===== config.mk =====
export PLATFORM = sky130hd
export DESIGN_NAME = ccff_bitstream_loader
export DESIGN_NICKNAME = d
export VERILOG_FILES = /design/src/rtl/ccff_bitstream_loader.sv
export SDC_FILE = /design/constraint.sdc
export NUM_CORES = 1
export LEC_CHECK = 0
export CORE_UTILIZATION = 48
export CTS_CLUSTER_SIZE = 10
export DETAILED_ROUTE_END_ITERATION = 16
export MAX_ROUTING_LAYER = met4
export PLACE_DENSITY = 0.75
export SYNTH_ARGS = -nofsm -noshare
export SYNTH_HDL_FRONTEND = slang
export SYNTH_SLANG_ARGS = --single-unit

===== constraint.sdc =====
create_clock -name prog_clk -period 1.9 [get_ports prog_clk]
set_input_delay 0.38 -clock prog_clk [delete_from_list [all_inputs] [get_ports prog_clk]]
set_output_delay 0.38 -clock prog_clk [all_outputs]
set_load 0.005 [all_outputs]

===== src/rtl/ccff_bitstream_loader.sv =====
// Bitstream loader for a configuration chain: serializes valid/ready words MSB-first
// onto ccff_head. Optional readback pass enabled by `define CCFF_LOADER_READBACK_EN.
module ccff_bitstream_loader #(
  parameter int WORD_W    = 8,
  parameter int CHAIN_LEN = 32,
  parameter int CNT_W     = 16
) (
  input  logic              prog_clk,
  input  logic              prog_reset_n,
  input  logic              start,
  input  logic [WORD_W-1:0] s_data,
  input  logic              s_valid,
  output logic              s_ready,
  output logic              ccff_head,
  output logic              ccff_clk_en,
  input  logic              ccff_tail,
  output logic              busy,
  output logic              done,
  output logic              error,
  output logic [CNT_W-1:0]  bit_count
);
  localparam int NB_W = $clog2(WORD_W + 1);

  typedef enum logic [2:0] {
    S_IDLE,
    S_LOAD,
    S_SHIFT,
`ifdef CCFF_LOADER_READBACK_EN
    S_VERIFY,
`endif
    S_DONE
  } state_t;

  state_t            state_q, state_d;
  logic [WORD_W-1:0] sreg_q, sreg_d;
  logic [NB_W-1:0]   nbits_q, nbits_d, nbits_load;
  logic [CNT_W-1:0]  bit_count_q, bit_count_d, remaining;
  state_t            last_word_next;

`ifdef CCFF_LOADER_READBACK_EN
  logic [CHAIN_LEN-1:0] shadow_q, shadow_d;
  logic [CNT_W-1:0]     vcnt_q, vcnt_d;
  logic                 error_q, error_d;
  assign last_word_next = S_VERIFY;
  assign error          = error_q;
`else
  logic unused_tail;
  assign unused_tail    = ccff_tail;
  assign last_word_next = S_DONE;
  assign error          = 1'b0;
`endif

  // The final word may be partial; only the bits still owed to the chain are shifted.
  assign remaining  = CNT_W'(CHAIN_LEN) - bit_count_q;
  assign nbits_load = (remaining >= CNT_W'(WORD_W)) ? NB_W'(WORD_W) : remaining[NB_W-1:0];
  assign bit_count  = bit_count_q;

  always_comb begin
    state_d     = state_q;
    sreg_d      = sreg_q;
    nbits_d     = nbits_q;
    bit_count_d = bit_count_q;
    s_ready     = 1'b0;
    ccff_head   = 1'b0;
    ccff_clk_en = 1'b0;
    done        = 1'b0;
    busy        = (state_q != S_IDLE);
`ifdef CCFF_LOADER_READBACK_EN
    shadow_d    = shadow_q;
    vcnt_d      = vcnt_q;
    error_d     = error_q;
`endif
    case (state_q)
      S_IDLE: begin
        if (start) begin
          state_d     = S_LOAD;
          bit_count_d = '0;
`ifdef CCFF_LOADER_READBACK_EN
          error_d     = 1'b0;
`endif
        end
      end
      S_LOAD: begin
        s_ready = 1'b1;
        if (s_valid) begin
          sreg_d  = s_data;
          nbits_d = nbits_load;
          state_d = S_SHIFT;
        end
      end
      S_SHIFT: begin
        ccff_clk_en = 1'b1;
        ccff_head   = sreg_q[WORD_W-1];
        sreg_d      = sreg_q << 1;
        bit_count_d = bit_count_q + 1'b1;
        nbits_d     = nbits_q - 1'b1;
`ifdef CCFF_LOADER_READBACK_EN
        shadow_d    = (shadow_q << 1) | CHAIN_LEN'(sreg_q[WORD_W-1]);
        vcnt_d      = '0;
`endif
        if (nbits_q == NB_W'(1)) begin
          state_d = (bit_count_q == CNT_W'(CHAIN_LEN - 1)) ? last_word_next : S_LOAD;
        end
      end
`ifdef CCFF_LOADER_READBACK_EN
      // Feeding tail back to head rotates the chain once, leaving its contents intact.
      S_VERIFY: begin
        ccff_clk_en = 1'b1;
        ccff_head   = ccff_tail;
        if (ccff_tail != shadow_q[CHAIN_LEN-1]) error_d = 1'b1;
        shadow_d    = (shadow_q << 1) | CHAIN_LEN'(shadow_q[CHAIN_LEN-1]);
        vcnt_d      = vcnt_q + 1'b1;
        if (vcnt_q == CNT_W'(CHAIN_LEN - 1)) state_d = S_DONE;
      end
`endif
      S_DONE: begin
        done    = 1'b1;
        state_d = S_IDLE;
      end
      default: state_d = S_IDLE;
    endcase
  end

  always_ff @(posedge prog_clk or negedge prog_reset_n) begin
    if (!prog_reset_n) begin
      state_q     <= S_IDLE;
      sreg_q      <= '0;
      nbits_q     <= '0;
      bit_count_q <= '0;
`ifdef CCFF_LOADER_READBACK_EN
      shadow_q    <= '0;
      vcnt_q      <= '0;
      error_q     <= 1'b0;
`endif
    end else begin
      state_q     <= state_d;
      sreg_q      <= sreg_d;
      nbits_q     <= nbits_d;
      bit_count_q <= bit_count_d;
`ifdef CCFF_LOADER_READBACK_EN
      shadow_q    <= shadow_d;
      vcnt_q      <= vcnt_d;
      error_q     <= error_d;
`endif
    end
  end

endmodule


==> metrics <==
Synth Cell Area=2014 sq um; grt total ovfl=0; Post-synth ARST share=1.000; initial core utilization=0.5000; via count=2032; IO Port Bufs=32; clk slew on worst S/H paths=70 ps; origin of the critical flop-to-flop path=bit_count[1]; vias per inst=5.708; first-pass GRT wire length=8721 um; CTS tree=done; slew margin rel.=0.6202; R2R setup slack=-240 ps; PwrDens=1045 nW/um^2; share of the synthesized area in the top cell type=0.3727; status=complete, but fails checks; Fillers=333; layout cell share with drive strength beyond 1=0.2582; # rows=23; EDFF count, synth=0; Util after Layout=0.7090; RSZ-0062 raised after global routing=yes; I/O pins=35; Leakage=1.281 nW; Hold Crit Class=in -> async; crit path time final=2144 ps; DRC Markers=0; max-slew violation count=0; Seq cells post-synth=30; Core ar.=4029 sq um; FF-to-FF path depth=8; critical path class=reg -> reg; Synth Warn #=0; syn nets=257; pin count of the biggest net entering global routing=31; drt total wl=5563 um; antenna violations before repair=0; Syn-to-layout area delta=41.80%; Final GP Congestion=0.8498; Die X-Extent=66.78 um; Die Y=66.78 um; top post-synthesis cells by area=dfrtp_1 (37%), o21ai_0 (7.5%), nand2_1 (5.0%); kind of end point of the critical path=flip-flop; violated checks=negative setup slack; pre-CTS WS=-205.8 ps; VDD IR max=0.0008042 V; Cells after Synth=239; max cap viols=0; final total power=0.002984 W; Final TNS setup=-906.6 ps; Seq/Total Area, Yosys=0.3727; final setup vio count=4; Pre-antenna DRT Iters=4; PnR worst setup slack=-244.0 ps; leading area contributor after synthesis=dfrtp_1; CTS buffer count=5; worst hold margin=484.5 ps; average wire per standard cell=15.63 um; Sink Count=30; CP startpoint kind=flip-flop; number of inserted diodes=0; worst-margin pin slew=562.3 ps; R2R Path End=nbits_q[3]; Synth Flop Type=dfrtp_1; crit path max fanout=4; initial DRC count=151; GRT Util Overall=0.2751; period utilization=1.128; crit path DAT=2330 ps; FMAX=0.4664 GHz; Post-Syn Area per Cell=8.429 sq um; CP Data Required Time=2090 ps; CTS max path bufs=2; final hold viol count=0; Nets=323; Distinct cells, synth=49; H-Tree Level Count=2; clock skew=8.901 ps; vias in the first global route=1911; post-DP HPWL=3793 um; CTS root buf=clkbuf_8; post-route ant nets=0; die area=4460 sq um; Clock Latency Late Sink=290 ps
-- report_power, final --
part           internal, W  leakage, nW  switching [W]
Sequential        0.000794        0.391       0.000103
Combinational     0.000606        0.818       0.000666
Clock             0.000559       0.0714       0.000255
Total              0.00196         1.28        0.00102
-- worst max-delay path: stages, from the launching register on --
cell,delay (ps)
dfrtp_1,390
inv_2,90
ha_4,130
or4b_4,500
a211oi_4,270
xor2_1,180
a22o_2,200
nand3_2,90
o21a_1,200
-- flip-flops by register name, indices dropped and copies added (netlist names) --
signal     count
bit_count     16
state_q        2
nbits_q        4
sreg_q         8
-- placed cells by master, fill, tap and decap left out, types with 2 or more instances in the layout --
| master | Yosys | final |
|---|---|---|
| nor2_1 | 14 | 14 |
| nand4_1 | 6 | 6 |
| and3_1 | 3 | 2 |
| nor2b_1 | 2 | 2 |
| and2_1 | 5 | 5 |
| nand2_1 | 27 | 27 |
| or2_2 | 2 | 2 |
| nor3_1 | 8 | 7 |
| inv_1 | 10 | 7 |
| buf_4 | 3 | 44 |
| a31oi_1 | 5 | 5 |
| clkbuf_8 | 0 | 6 |
| bufinv_16 | 0 | 2 |
| mux2i_1 | 8 | 8 |
| dfrtp_1 | 30 | 29 |
| dlygate4sd2_1 | 0 | 2 |
| o31ai_2 | 0 | 4 |
| a21oi_1 | 9 | 9 |
| o21ai_0 | 30 | 30 |
| o31ai_1 | 7 | 3 |
| ha_1 | 5 | 3 |
| a22o_1 | 2 | 2 |
| xor2_1 | 6 | 6 |
| or3_1 | 5 | 4 |
| xnor2_1 | 4 | 4 |
| o211ai_1 | 2 | 2 |
| nand3_1 | 5 | 4 |
| inv_2 | 0 | 3 |
| clkdlybuf4s50_1 | 0 | 30 |
| nor4_1 | 2 | 2 |
-- timing repair --
item,4_1_cts,5_1_grt
gates resized for setup,6,10
setup buffers,3,2
pin swaps,6,9
endpoints found under the setup margin,8,7
hold buffers,0,0
-- cells in the mapped netlist, types with 4 or more instances --
library cell and number:
dfrtp_1 30, o21ai_0 30, nand2_1 27, nor2_1 14, clkbuf_1 10, inv_1 10
a21oi_1 9, mux2i_1 8, nor3_1 8, o31ai_1 7, nand4_1 6, xor2_1 6
a31oi_1 5, and2_1 5, ha_1 5, nand3_1 5, or3_1 5, xnor2_1 4
-- cells by family after synthesis --
logic type,count (synthesis),share of synthesized area
DFF,30,0.3727
buffers and inverters,28,0.07019
muxes,8,0.03975
AOI/OAI and AO/OA,67,0.2044
adders and majority gates,5,0.03106
xor gates and xnor gates,10,0.04348
other,1,0.001862
and+or+nand+nor,90,0.2366
-- area by class of cell --
type / count / area [sq um] / share of cell area
well taps: 50 / 62.56 / 0.02190
inverters: 10 / 37.54 / 0.01314
multi-input cells: 181 / 1202 / 0.4209
clock buffers: 6 / 82.58 / 0.02891
flip-flops and latches: 30 / 752.0 / 0.2633
repair buffers: 77 / 659.4 / 0.2308
clock inverters: 2 / 60.06 / 0.02102
-- metal layers --
metal | part of all wire | wire length, um | global-route usage
met4 | 0.016 | 87 | 0.1037
met2 | 0.50 | 2805 | 0.4432
met3 | 0.058 | 320 | 0.05993
met1 | 0.42 | 2351 | 0.3366
met5 | 0 | 0 | -
-- metrics by stage --
step / cell area (sq um) / std cells
floorplan: 2034 / 239
global placement: 2614 / 343
detailed placement: 2614 / 343
CTS: 2796 / 354
global route: 2856 / 356
finish: 2856 / 356
-- worst max-delay path by stage --
stage	startpoint	to	slack, ps	depth (start not counted)
floorplan	bit_count[1]	nbits_q[0]	-150	8
global placement	bit_count[0]	nbits_q[1]	-140	8
detailed placement	bit_count[1]	nbits_q[1]	-210	8
CTS	bit_count[1]	nbits_q[3]	-220	8
global route	bit_count[1]	nbits_q[1]	-330	8
finish	bit_count[1]	nbits_q[3]	-240	8
No activity file was read; power rests on OpenSTA's default activity.
